[src/rtl/fir_seq_ctrl.sv]
`timescale 1ns/1ps
// fir_seq_ctrl: primes, feeds and flushes a free-running transposed FIR and tags its output.
// Optional macro FIR_AUTO_FLUSH_EN: auto-flush after IDLE_TIMEOUT consecutive underrun cycles.
module fir_seq_ctrl #(
    parameter int NUMTAPS      = 32,
    parameter int DW           = 12,
    parameter int FIR_LAT      = 1,
    parameter int IDLE_TIMEOUT = 8
) (
    input  logic          Clk,
    input  logic          Rst_n,
    input  logic          S_Valid,
    output logic          S_Ready,
    input  logic [DW-1:0] S_Data,
    input  logic          Flush_Req,
    input  logic          Cnt_Clr,
    output logic          Fir_Hlt,
    output logic [DW-1:0] Fir_Din,
    input  logic [DW-1:0] Fir_Dout,
    output logic          M_Valid,
    output logic [DW-1:0] M_Data,
    output logic          M_Last,
    output logic          Busy,
    output logic [15:0]   Sample_Cnt,
    output logic [15:0]   Underrun_Cnt
);
    localparam int PRIME_LEN = NUMTAPS + FIR_LAT + 1;
    localparam int CW        = $clog2(PRIME_LEN) + 1;
    localparam logic [CW-1:0] PRIME_END = CW'(PRIME_LEN - 1);
    localparam logic [CW-1:0] FLUSH_END = CW'(NUMTAPS - 1);

    typedef enum logic [1:0] {PRIME, IDLE, RUN, FLUSH} state_t;

    state_t          state_q, state_d;
    logic [CW-1:0]   cnt_q, cnt_d;
    logic            hlt_q, hlt_d;
    logic [FIR_LAT:0] vld_pipe, last_pipe;
    logic            m_valid_q, m_last_q;
    logic [DW-1:0]   m_data_q;
    logic [15:0]     scnt_q, scnt_d, ucnt_q, ucnt_d;
    logic            run, feed, accept, underrun, flush_last, auto_flush;

    assign run        = (state_q == RUN);
    assign feed       = run || (state_q == FLUSH);
    assign accept     = run && S_Valid;
    assign underrun   = run && !S_Valid;
    assign flush_last = (state_q == FLUSH) && (cnt_q == FLUSH_END);

`ifdef FIR_AUTO_FLUSH_EN
    localparam int IW = $clog2(IDLE_TIMEOUT + 1);
    localparam logic [IW-1:0] IDLE_END = IW'(IDLE_TIMEOUT - 1);
    logic [IW-1:0] idle_q, idle_d;
    // Streak resets on any accepted sample and whenever RUN is left.
    assign auto_flush = underrun && (idle_q == IDLE_END);
    assign idle_d     = underrun ? idle_q + 1'b1 : '0;
`else
    assign auto_flush = 1'b0;
`endif

    always_comb begin
        state_d = state_q;
        cnt_d   = cnt_q;
        case (state_q)
            PRIME: begin
                cnt_d = cnt_q + 1'b1;
                if (cnt_q == PRIME_END) begin
                    state_d = IDLE;
                    cnt_d   = '0;
                end
            end
            IDLE:  if (S_Valid) state_d = RUN;
            RUN: begin
                if (Flush_Req || auto_flush) begin
                    state_d = FLUSH;
                    cnt_d   = '0;
                end
            end
            default: begin
                cnt_d = cnt_q + 1'b1;
                if (flush_last) begin
                    state_d = IDLE;
                    cnt_d   = '0;
                end
            end
        endcase
        // Hlt follows the next registered state so it comes straight off a flop.
        hlt_d  = (state_d == PRIME) || (state_d == IDLE);
        scnt_d = Cnt_Clr ? 16'd0 : (accept ? scnt_q + 16'd1 : scnt_q);
        ucnt_d = Cnt_Clr ? 16'd0 :
                 ((underrun && ucnt_q != 16'hFFFF) ? ucnt_q + 16'd1 : ucnt_q);
    end

    always_ff @(posedge Clk or negedge Rst_n) begin
        if (!Rst_n) begin
            state_q   <= PRIME;
            cnt_q     <= '0;
            hlt_q     <= 1'b1;
            vld_pipe  <= '0;
            last_pipe <= '0;
            m_valid_q <= 1'b0;
            m_last_q  <= 1'b0;
            m_data_q  <= '0;
            scnt_q    <= '0;
            ucnt_q    <= '0;
`ifdef FIR_AUTO_FLUSH_EN
            idle_q    <= '0;
`endif
        end else begin
            state_q      <= state_d;
            cnt_q        <= cnt_d;
            hlt_q        <= hlt_d;
            scnt_q       <= scnt_d;
            ucnt_q       <= ucnt_d;
`ifdef FIR_AUTO_FLUSH_EN
            idle_q       <= idle_d;
`endif
            vld_pipe[0]  <= feed;
            last_pipe[0] <= flush_last;
            for (int i = 1; i <= FIR_LAT; i++) begin
                vld_pipe[i]  <= vld_pipe[i-1];
                last_pipe[i] <= last_pipe[i-1];
            end
            m_valid_q <= vld_pipe[FIR_LAT];
            m_last_q  <= last_pipe[FIR_LAT];
            if (vld_pipe[FIR_LAT]) m_data_q <= Fir_Dout;
        end
    end

    assign S_Ready      = run;
    assign Fir_Din      = accept ? S_Data : '0;
    assign Fir_Hlt      = hlt_q;
    assign M_Valid      = m_valid_q;
    assign M_Data       = m_data_q;
    assign M_Last       = m_last_q;
    assign Busy         = (state_q != IDLE);
    assign Sample_Cnt   = scnt_q;
    assign Underrun_Cnt = ucnt_q;
endmodule

[config.mk]
export PLATFORM = sky130hd
export DESIGN_NAME = fir_seq_ctrl
export DESIGN_NICKNAME = d
export VERILOG_FILES = /design/src/rtl/fir_seq_ctrl.sv
export SDC_FILE = /design/constraint.sdc
export NUM_CORES = 1
export LEC_CHECK = 0
export BUFFER_PORTS_ARGS = -buffer_cell sky130_fd_sc_hd__buf_4
export CAP_MARGIN = 0
export CORE_MARGIN = 3
export CORE_UTILIZATION = 28
export DETAILED_ROUTE_END_ITERATION = 7
export PLACE_DENSITY = 0.46
export SYNTH_ARGS = -nofsm -noshare
export SYNTH_HDL_FRONTEND = slang
export SYNTH_SLANG_ARGS = --single-unit
[constraint.sdc]
create_clock -name Clk -period 2.1 [get_ports Clk]
set_clock_uncertainty 0.05 [all_clocks]
set_input_delay 0.105 -clock Clk [delete_from_list [all_inputs] [get_ports Clk]]
set_output_delay 0.105 -clock Clk [all_outputs]
set_load 0.05 [all_outputs]
==> results.yml <==
yosys:
  synth_top_family_by_area: "simple AND/OR/NAND/NOR gates"
  synth-simple-area-share_pct: 24.8
  synth_edf_count: 0
  synth_top_area_share_pct: 50.2
  avgSynthCellArea_um2: 9.93
  synth_ff_type: "dfrtp_1"
  synth_warnings: 0
  yosys.area.top_type: "dfrtp_1"
  synthArstFlopShare_pct: 100
  synth_nets: 329
  synth_xor_area_share_pct: 4.17
  ys_seq_area_share_pct: 51.1
  synth_area_um2: 2940
  synth_compound_gate_area_share_pct: 8.56
  synthAdderAreaFrac_pct: 1.70
  synth_mux_area_share_pct: 6.43
  yosysUniqueCellTypes: 35
  synth_seq_cells: 60
  netlist_top_cells_area: "dfrtp_1, mux2_2, a21oi_1, and2_1, nor2_1"
  synth_cells: 296
pwr:
  seq_power_share_pct: 41.5
  clkPwrFrac_pct: 34.0
  switchingPower_mw: 1.09
  powerDensity_nw_per_um2: 819
  ir_worst_vdd_mv: 0.272
  power_leakage_nw: 1.81
  p_comb_share_pct: 24.5
  sw_frac_of_total_pct: 31.9
  internal_power_mw: 2.32
floorplan:
  die_y_um: 108
  core_area_um2: 10000
  die_area_um2: 11800
  die_w_um: 108
  start_util_pct: 29.4
  num_rows: 36
  io_pins: 90
global_route:
  grt_pass1_vias: 2506
  grt_overflow: 0
  grt_max_degree: 61
  grt.total_usage_pct: 12.9
  grt_antenna_before_repair: 0
  grt_pass1_wl_mm: 12.0
critical_path:
  path_cells: "buf_4 > nand4b_2 > buf_4 > nor4_1 > nand3_1 > mux2_2"
  critPathRequiredTime_ns: 2.26
  path_class: "flop to flop"
  slowest_delay_ns: 0.44
  crit_path_start: "state_q[0]"
  worst_path_max_delay_cell: "nor4_1"
  crit_buf_inv: 2
  worstSetupEndpointType: "flop"
  critPathMostFrequentCell: "buf_4"
  crit_family: "simple AND/OR/NAND/NOR gates"
  critical_path_arrival_ns: 2.13
  worstPathMaxFanout: 13
  start_kind: "flop"
  regToRegStartpoint: "state_q[0]"
timing:
  hold_slack_ns: 0.106
  min_period_ns: 1.96
  final.period_utilization_pct: 93.4
  worst_pin_slew_ns: 0.765
  maxSlewViolCount: 0
  slew_headroom_pct: 49.0
  fin_setup_tns_ns: 0
  finalSetupViolCount: 0
  hold_violations: 0
  fin_ws_ns: 0.138
  rsz0062_at_grt: "true"
  fmax_mhz: 510
finish:
  drive_gt1_share_pct: 34.2
  final_cells: 542
  layout_common_cells: "buf_4, dfrtp_1, nor2_1"
  n_antenna_cell: 0
  fin_util_pct: 41.5
  layout.nets: 437
  area_delta_synth_final_pct: 41.3
  final_common_cell: "buf_4"
routing:
  wl_per_cell_um: 13.6
  via_count: 2550
  drcViolationCount: 0
  ant_nets: 0
  drt_first_pass_iters: 4
  wl_mm: 7.39
  viasPerCell: 4.70
  drtIter0Drc: 66
clock_tree:
  cts_buffer_depth: 2
  cts_buffers: 9
  clock_sinks: 60
  clock_latency_ns: 0.33
  cts_tree: "built"
  path_clk_slew_ns: 0.07
  root_buffer: "clkbuf_8"
  cts_setup_buffers: 0
  h-tree-depth: 3
placed_design:
  hpwlAfterDp_mm: 5.12
  pre_cts_slack_ns: 0.0853
  finalWeightedCongestion: 0.801
  dp.cells: 513
  io_buffer_count: 89
outcome:
  status: "completed"
run:
  cap_violations: 0
hold_path:
  hold_path.class: "input pin to flop"
  min-delay-start: "S_Valid"
-- worst reg2reg max path, delay by kind of cell, from the launching register on --
kind,cells,cell delay (ns)
buf+inv,2,0.35
mux,1,0.28
flops,1,0.37
simple gates,3,0.79
-- synthesized netlist by cell type (10+ instances only) --
cell type	number
o21ai_0	14
nand2_1	19
clkbuf_1	10
a21oi_1	20
nor2_1	24
xnor2_1	10
nand4_1	10
inv_1	12
or3_1	11
and2_1	15
nand3_1	12
dfrtp_1	59
mux2_2	15
-- power groups by stage --
stage	Combinational (mW)	Sequential [mW]	Clock (mW)
after floorplan	0.403	1.57	0
after global placement	0.821	1.43	0
after detailed placement	0.825	1.43	0
after CTS	0.846	1.41	1.19
after global routing	0.914	1.43	1.25
final	0.834	1.41	1.16
-- per-stage QoR --
stage | power (mW) | instance area (um^2)
after floorplan | 1.97 | 2950
after global placement | 2.25 | 3790
after detailed placement | 2.26 | 3790
after CTS | 3.45 | 4140
after global routing | 3.60 | 4150
final | 3.40 | 4150
-- final cells by class --
class | count | area [um^2]
Inverter | 12 | 45.0
Fill cell | 997 | 5850
Tap cell | 133 | 166
Sequential cell | 60 | 1510
Clock inverter | 5 | 75.1
Clock buffer | 11 | 141
Timing Repair Buffer | 110 | 858
Multi-Input combinational cell | 211 | 1360
-- worst paths after layout --
check / endpoint / depth (start not counted) / slack (ns)
worst max-delay path: Sample_Cnt[13] / 6 / 0.14
worst min-delay path: Fir_Hlt / 3 / 0.11
worst max register to register: Sample_Cnt[13] / 6 / 0.14
worst min register to register: M_Last / 0 / 0.30
max in group asynchronous: Sample_Cnt[2] / 2 / 1.10
min in group asynchronous: Underrun_Cnt[3] / 2 / 0.34
-- metal layers --
layer	share of wire [%]	up-vias	global-route usage [%]	wire [um]
met3	6.8	9	3.88	500
met1	46	1200	16.5	3410
met2	46	70	20.5	3410
met5	0	-	0	0
met4	0.88	0	4.87	65
li1	-	1271	-	-
-- flip-flops by register name, summed over array words and instances, names as in the netlist --
register      count
M_Data           12
Underrun_Cnt     16
state_q           2
Fir_Hlt           1
last_pipe         2
Sample_Cnt       16
cnt_q             7
M_Valid           1
M_Last            1
vld_pipe          2
-- timing repair --
item | CTS | global route
hold buffers | 13 | 0
endpoints found under the setup margin | 0 | 6
resized for setup | 0 | 3
endpoints found under the hold margin | 71 | 0
-- logic make-up after synthesis --
| logic type | count (synthesis) |
|---|---|
| AND/OR/NAND/NOR | 131 |
| flip-flops | 60 |
| AO/OA/AOI/OAI | 45 |
| buffers and inverters | 25 |
| multiplexers | 17 |
| XOR/XNOR | 14 |
| adder cells (fa/ha/maj) | 4 |
Power figures use the tool's default switching activity.
